File: config.mk
export PLATFORM = sky130hd
export DESIGN_NAME = encoder_spi
export DESIGN_NICKNAME = d
export VERILOG_FILES = /design/src/rtl/encoder_spi.sv
export SDC_FILE = /design/constraint.sdc
export NUM_CORES = 1
export LEC_CHECK = 0
export CAP_MARGIN = 0
export CELL_PAD_IN_SITES_DETAIL_PLACEMENT = 0
export CELL_PAD_IN_SITES_GLOBAL_PLACEMENT = 1
export CORE_MARGIN = 3
export CORE_UTILIZATION = 43
export DETAILED_ROUTE_END_ITERATION = 12
export GPL_TIMING_DRIVEN = 0
export PLACE_DENSITY = 0.75
export SYNTH_ARGS = -nofsm -noshare
export SYNTH_HDL_FRONTEND = slang
export SYNTH_SLANG_ARGS = --single-unit
File: constraint.sdc
create_clock -name sck -period 1.6 [get_ports sck]
set_input_delay 0.4 -clock sck [delete_from_list [all_inputs] [get_ports sck]]
set_output_delay 0.4 -clock sck [all_outputs]
set_load 0.03 [all_outputs]
File: src/rtl/encoder_spi.sv
// encoder_spi: serial encoder frame receiver clocked by sck.
// A low cs sample in IDLE starts a DATA_WIDTH-bit MSB-first capture. The
// previously captured word is echoed on miso during the frame for loopback.
module encoder_spi #(
    parameter int unsigned DATA_WIDTH = 8
) (
    input  logic                  sck,
    input  logic                  rst_n,
    input  logic                  cs,
    input  logic                  din,
    output logic                  miso,
    output logic [DATA_WIDTH-1:0] encoder_val_full,
    output logic                  data_valid
);

    localparam int unsigned CNT_W = $clog2(DATA_WIDTH + 1);
    localparam int unsigned SR_W  = DATA_WIDTH - 1;

    typedef enum logic {
        IDLE  = 1'b0,
        SHIFT = 1'b1
    } state_t;

    state_t            state;
    logic [CNT_W-1:0]  cnt;
    // Only DATA_WIDTH-1 bits need storing; the last bit comes straight from din.
    logic [SR_W-1:0]   shreg;
    // Remaining echo bits of the previous word, next one to send in the MSB.
    logic [SR_W-1:0]   echo;

    // Frame FSM: capture, completion pulse and miso echo, all registered.
    always_ff @(posedge sck or negedge rst_n) begin
        if (!rst_n) begin
            state            <= IDLE;
            cnt              <= '0;
            shreg            <= '0;
            echo             <= '0;
            miso             <= 1'b0;
            encoder_val_full <= '0;
            data_valid       <= 1'b0;
        end else begin
            data_valid <= 1'b0;
            case (state)
                IDLE: begin
                    if (!cs) begin
                        state <= SHIFT;
                        cnt   <= '0;
                        miso  <= encoder_val_full[DATA_WIDTH-1];
                        echo  <= encoder_val_full[SR_W-1:0];
                    end
                end
                SHIFT: begin
                    shreg <= SR_W'({shreg, din});
                    if (cnt != CNT_W'(DATA_WIDTH)) begin
                        cnt <= cnt + CNT_W'(1);
                    end
                    if (cnt == CNT_W'(DATA_WIDTH - 1)) begin
                        encoder_val_full <= {shreg, din};
                        data_valid       <= 1'b1;
                        miso             <= 1'b0;
                        state            <= IDLE;
                    end else begin
                        miso <= echo[SR_W-1];
                        echo <= SR_W'({echo, 1'b0});
                    end
                end
                default: state <= IDLE;
            endcase
        end
    end

endmodule

* Word-level counts from Yosys, hierarchy flattened
Cells that the tools add are included.
Operators by class: $add $sub $neg 1, shifts and indexed selects 0, equality and inequality tests 5, muxes and demuxes 14, div/mod/pow operators 0, bitwise logic cells 1, order comparisons 0, $mul 0, reductions and logical operators 3
Operators by type and width (number):
- 2-to-1 mux 7 bit | 2
- one-hot mux 7 bit (2 select lines) | 1
- 2-to-1 mux 4 bit | 2
- one-hot mux 4 bit (2 select lines) | 1
- 2-to-1 mux 1 bit | 6
- AND reduction 2 bit | 3
- adder 4 x 1 -> 4 bit (second input constant) | 1
- == test 4 x 3 -> 1 bit (second input constant) | 1
- != test 2 bit (second input constant) | 2
- != test 4 bit (second input constant) | 1
- one-hot mux 1 bit (2 select lines) | 2
- != test 2 x 1 -> 1 bit (second input constant) | 1
- inverter 1 bit | 1
Storage, ports and cells: latch bits 0, word-level logic and storage cells 31, memories 0, memory bits (writable) 0, register bits after elaboration 29, output and inout bits 10, ROM bits 0, bits of input ports 4

* Longest topological paths before layout
Gate-level depths: netlist of run 1.
depth in word-level cells 3, depth in mapped cells 6, depth with buffers taken out 5

* Worst setup path before layout of run 1
Ideal clock, no wire load.
path type register -> register, start point register cnt[0], end point register echo[1], setup slack 0.186 ns, data arrival time 1.340 ns, period minus slack after synthesis 1.414 ns, data required time 1.526 ns, setup time 0.074 ns, buffers on the path 1, stages on the path, launching flop included 7, cell sequence dfrtp_1 ha_1 nand4b_4 inv_4 or2_1 buf_6 o21ai_2
On the way: longest elaborated chain between the ends 3
RTL lines:
- start, declared | line 25 | logic [CNT_W-1:0] cnt;
- start signal, assigned | line 55 | cnt <= cnt + CNT_W'(1);
- == test 4 x 3 -> 1 bit | line 57 | if (cnt == CNT_W'(DATA_WIDTH - 1)) begin
- != test 2 bit (no source line)
- AND reduction 2 bit (no source line)
- end signal, assigned | line 49 | echo <= encoder_val_full[SR_W-1:0];
- end signal, assigned | line 64 | echo <= SR_W'({echo, 1'b0});
- end, declared | line 29 | logic [SR_W-1:0] echo;
No other way between the ends. A chain may end at the register's enable or synchronous reset.

* Final worst setup path of run 1
start point register encoder_val_full[2], end point output port encoder_val_full[2]
RTL lines:
- start, declared | line 12 | output logic [DATA_WIDTH-1:0] encoder_val_full,
- start signal, assigned | line 58 | encoder_val_full <= {shreg, din};
No word-level cell between the ends.

==> impl_metrics.py, run 1 <==
metrics = {
    "status": {
        "status": "completed",
    },
    "clock_tree": {
        "htreeDepth": 2,
        "cts.sinks": 29,
        "cts_buffers": 5,
        "cts_hold_buf": 0,
        "clk_path_buf_depth": 2,
        "cts_tree": "built",
        "clk_pin_slew_worst_paths_ns": 0.10,
        "root_buffer": "clkbuf_4",
        "clkLatencyLatePin_ns": 0.33,
    },
    "final_layout": {
        "diodes": 0,
        "fillers": 267,
        "area_delta_synth_final_pct": 20.16,
        "layout-drive-gt1-share_pct": 23.19,
        "seqCellArea_sq_um": 725.7,
        "fin_area_sq_mm": 0.001551,
        "multi_input_area_sq_um": 505.5,
        "layout.nets": 143,
        "fin_cells": 169,
    },
    "detailed_routing": {
        "dr_total_vias": 883,
        "avgViaCountPerCell": 5.225,
        "drc_errors": 0,
        "dr.pass1.iters": 4,
        "ant_nets": 0,
        "drt_iter0_drc": 17,
        "wl_per_cell_um": 14.21,
        "wirelength_um": 2401,
    },
    "critical_path": {
        "end_kind": "output port",
        "cpMaxStageDelayCell": "dlygate4sd2_1",
        "max_stage_delay_ns": 0.41,
        "cp-start-kind": "flip-flop",
        "worst-endpoint-arrival_ns": 1.12,
        "path_cells": "dlygate4sd2_1",
        "cp_top_family": "buffers and inverters",
        "cp_data_required_time_ns": 1.20,
        "crit_buf_inv": 1,
        "path_class": "flip-flop to output port",
        "worst-path-max-fanout": 3,
    },
    "synthesis": {
        "synth_fp_nets": 121,
        "synth_xor_area_share_pct": 0.6783,
        "synthSimpleGateAreaFrac_pct": 12.31,
        "syn_area_sq_mm": 0.001291,
        "synth_top_family_by_area": "multiplexers",
        "netlist_instances": 115,
        "synth_top_area_share_pct": 56.20,
        "yosysSeqAreaShare_pct": 56.20,
        "synth_area_leaders": "dfrtp_1 56%, nand2_1 8.1%, mux2i_1 7.8%",
        "synth_seq_cells": 29,
        "synth_compound_area_share_pct": 10.37,
        "synth.avg_cell_area_sq_um": 11.23,
        "muxShareOfSynthArea_pct": 13.86,
        "yosys.area_share.adder_pct": 1.938,
        "ys_warn_count": 0,
        "synth_top_area_cell": "dfrtp_1",
        "yosys.cell_types.count": 22,
    },
    "sta": {
        "skew_ns": 0.006731,
        "fin_crit_sh_pct": 95.14,
        "max-slew-margin-rel_pct": 56.51,
        "worst_pin_slew_ns": 0.6523,
        "grt_setup_unrepaired": "no",
        "period_needed_ns": 1.522,
        "drv_slew": 0,
        "fmax_mhz": 657.0,
        "hold_viol": 0,
        "setup_viol": 0,
    },
    "power": {
        "ir_drop_mv": 0.8238,
        "powerDensity_mw_per_mm2": 2085,
        "p_leak_nw": 0.8022,
        "total_power_mw": 3.234,
    },
    "placed_design": {
        "placed_cells": 159,
        "dp_hpwl_um": 1597,
        "io_buffer_count": 13,
        "dpl_cell_area_sq_mm": 0.001460,
        "gp_congestion": 0.7318,
    },
    "grt": {
        "antenna_found_initial": 0,
        "grt_start_max_net_pins": 30,
        "grt_pass1_wl_um": 4167,
        "grt_usage_pct": 16.18,
        "grt-ovfl-total": 0,
        "grt_pass1_vias": 900,
    },
    "die": {
        "chipHeight_um": 60.80,
        "io-pin-count": 14,
        "core_area_sq_mm": 0.002805,
        "start_util_pct": 46.03,
        "rows": 19,
        "die_width_um": 60.80,
        "die_area_sq_mm": 0.003697,
    },
    "flow_run": {
        "cap_violations": 0,
    },
    "hold_path": {
        "hold_class": "primary input to asynchronous set/reset pin",
    },
}
-- per-layer routing --
metal / global-route usage, % / part of all wire [%] / vias to the layer above
li1: - / - / 433
met1: 19.49 / 46 / 434
met2: 25.04 / 48 / 12
met3: 7.021 / 3.4 / 4
met4: 7.430 / 1.6 / 0
met5: 0 / 0 / -
-- final timing paths --
kind / from / end / slack, ns / depth (start not counted)
min in group sck: shreg[6] / encoder_val_full[7] / 0.48 / 2
max: encoder_val_full[2] / encoder_val_full[2] / 0.08 / 1
min: rst_n / miso / 0.08 / 1
max reg2reg: cnt[0] / echo[2] / 0.10 / 6
max in group asynchronous: rst_n / encoder_val_full[5] / 1.09 / 1
min reg2reg: shreg[6] / encoder_val_full[7] / 0.48 / 2
-- synthesized netlist by cell type, drive strengths merged --
cell    number
inv          6
a41oi        1
clkbuf       1
nand2       28
xnor2        1
o21ai       15
dfrtp       29
a22o         1
nand4b       1
ha           2
mux2         7
a21oi        1
o22ai        1
o211ai       1
mux2i       10
nor2b        3
or2          1
buf          5
nand3        1
-- placed cells by master (no fill, tap or decap), types with 2 or more instances in the layout --
cell | Yosys | final
buf_2 | 4 | 4
buf_4 | 0 | 2
clkbuf_4 | 0 | 6
clkdlybuf4s50_1 | 0 | 2
dfrtp_1 | 29 | 29
dlygate4sd2_1 | 0 | 9
ha_1 | 2 | 2
inv_1 | 5 | 5
mux2_2 | 7 | 7
mux2i_1 | 10 | 10
nand2_1 | 28 | 28
nor2b_1 | 3 | 3
o21ai_0 | 9 | 9
o21ai_2 | 6 | 6
-- cell type report --
cell class	count	share of cell area [%]
sequential	29	46.77
multi-input combinational	74	32.58
timing repair buffer	15	8.306
clock buffer	6	3.306
buffer	6	2.500
tap	31	2.500
clock inverter	2	2.419
inverter	6	1.613
-- metrics by stage --
stage               hold WS (ns)  setup TNS, ns  utilization, %  setup WS (ns)
finish                   0.08192              0           55.31        0.07782
global route              0.1005              0           55.31       0.002128
CTS                       0.4841              0           54.73       0.004917
detailed placement        0.4561         -13.63           52.05        -0.3699
global placement          0.4627         -13.11           52.05        -0.3660
floorplan                 0.1044              0               -         0.1861
-- power by group --
part / internal (mW) / total, mW / switching (mW)
combinational: 0.571 / 1.30 / 0.732
sequential: 1.06 / 1.29 / 0.231
clock: 0.371 / 0.644 / 0.273
total: 2.00 / 3.23 / 1.24
-- timing repair --
| action | CTS | global route |
|---|---|---|
| endpoints found under the setup margin | 31 | 17 |
| pin swaps | 0 | 1 |
| setup buffers | 0 | 2 |
| gates resized for setup | 11 | 4 |
-- flip-flops by register name, indices dropped and copies added, names as in the netlist --
name and count:
data_valid 1, echo 7, encoder_val_full 8, shreg 7
miso 1, state 1, cnt 4
-- kinds of logic after synthesis --
| logic type | Yosys count |
|---|---|
| multiplexers | 17 |
| flip-flops | 29 |
| XOR/XNOR | 1 |
| AO/OA/AOI/OAI | 20 |
| AND/OR/NAND/NOR | 34 |
| buffers and inverters | 12 |
| adder cells (fa/ha/maj) | 2 |
Power figures use the tool's default switching activity.
==> inputs of run 2 (changes only) <==
--- a/config.mk
+++ b/config.mk
@@ -12,6 +12,7 @@
 export CORE_UTILIZATION = 43
 export DETAILED_ROUTE_END_ITERATION = 12
 export GPL_TIMING_DRIVEN = 0
+export HOLD_SLACK_MARGIN = 0.1
 export PLACE_DENSITY = 0.75
 export SYNTH_ARGS = -nofsm -noshare
 export SYNTH_HDL_FRONTEND = slang
==> results of run 2 <==
No change in the layout: final DEF, timing and power equal those of run 1.
==> inputs of run 3 (changes only) <==
--- a/config.mk
+++ b/config.mk
@@ -5,7 +5,6 @@
 export SDC_FILE = /design/constraint.sdc
 export NUM_CORES = 1
 export LEC_CHECK = 0
-export CAP_MARGIN = 0
 export CELL_PAD_IN_SITES_DETAIL_PLACEMENT = 0
 export CELL_PAD_IN_SITES_GLOBAL_PLACEMENT = 1
 export CORE_MARGIN = 3
==> results of run 3 <==
No change in the layout: final DEF, timing and power equal those of run 1.
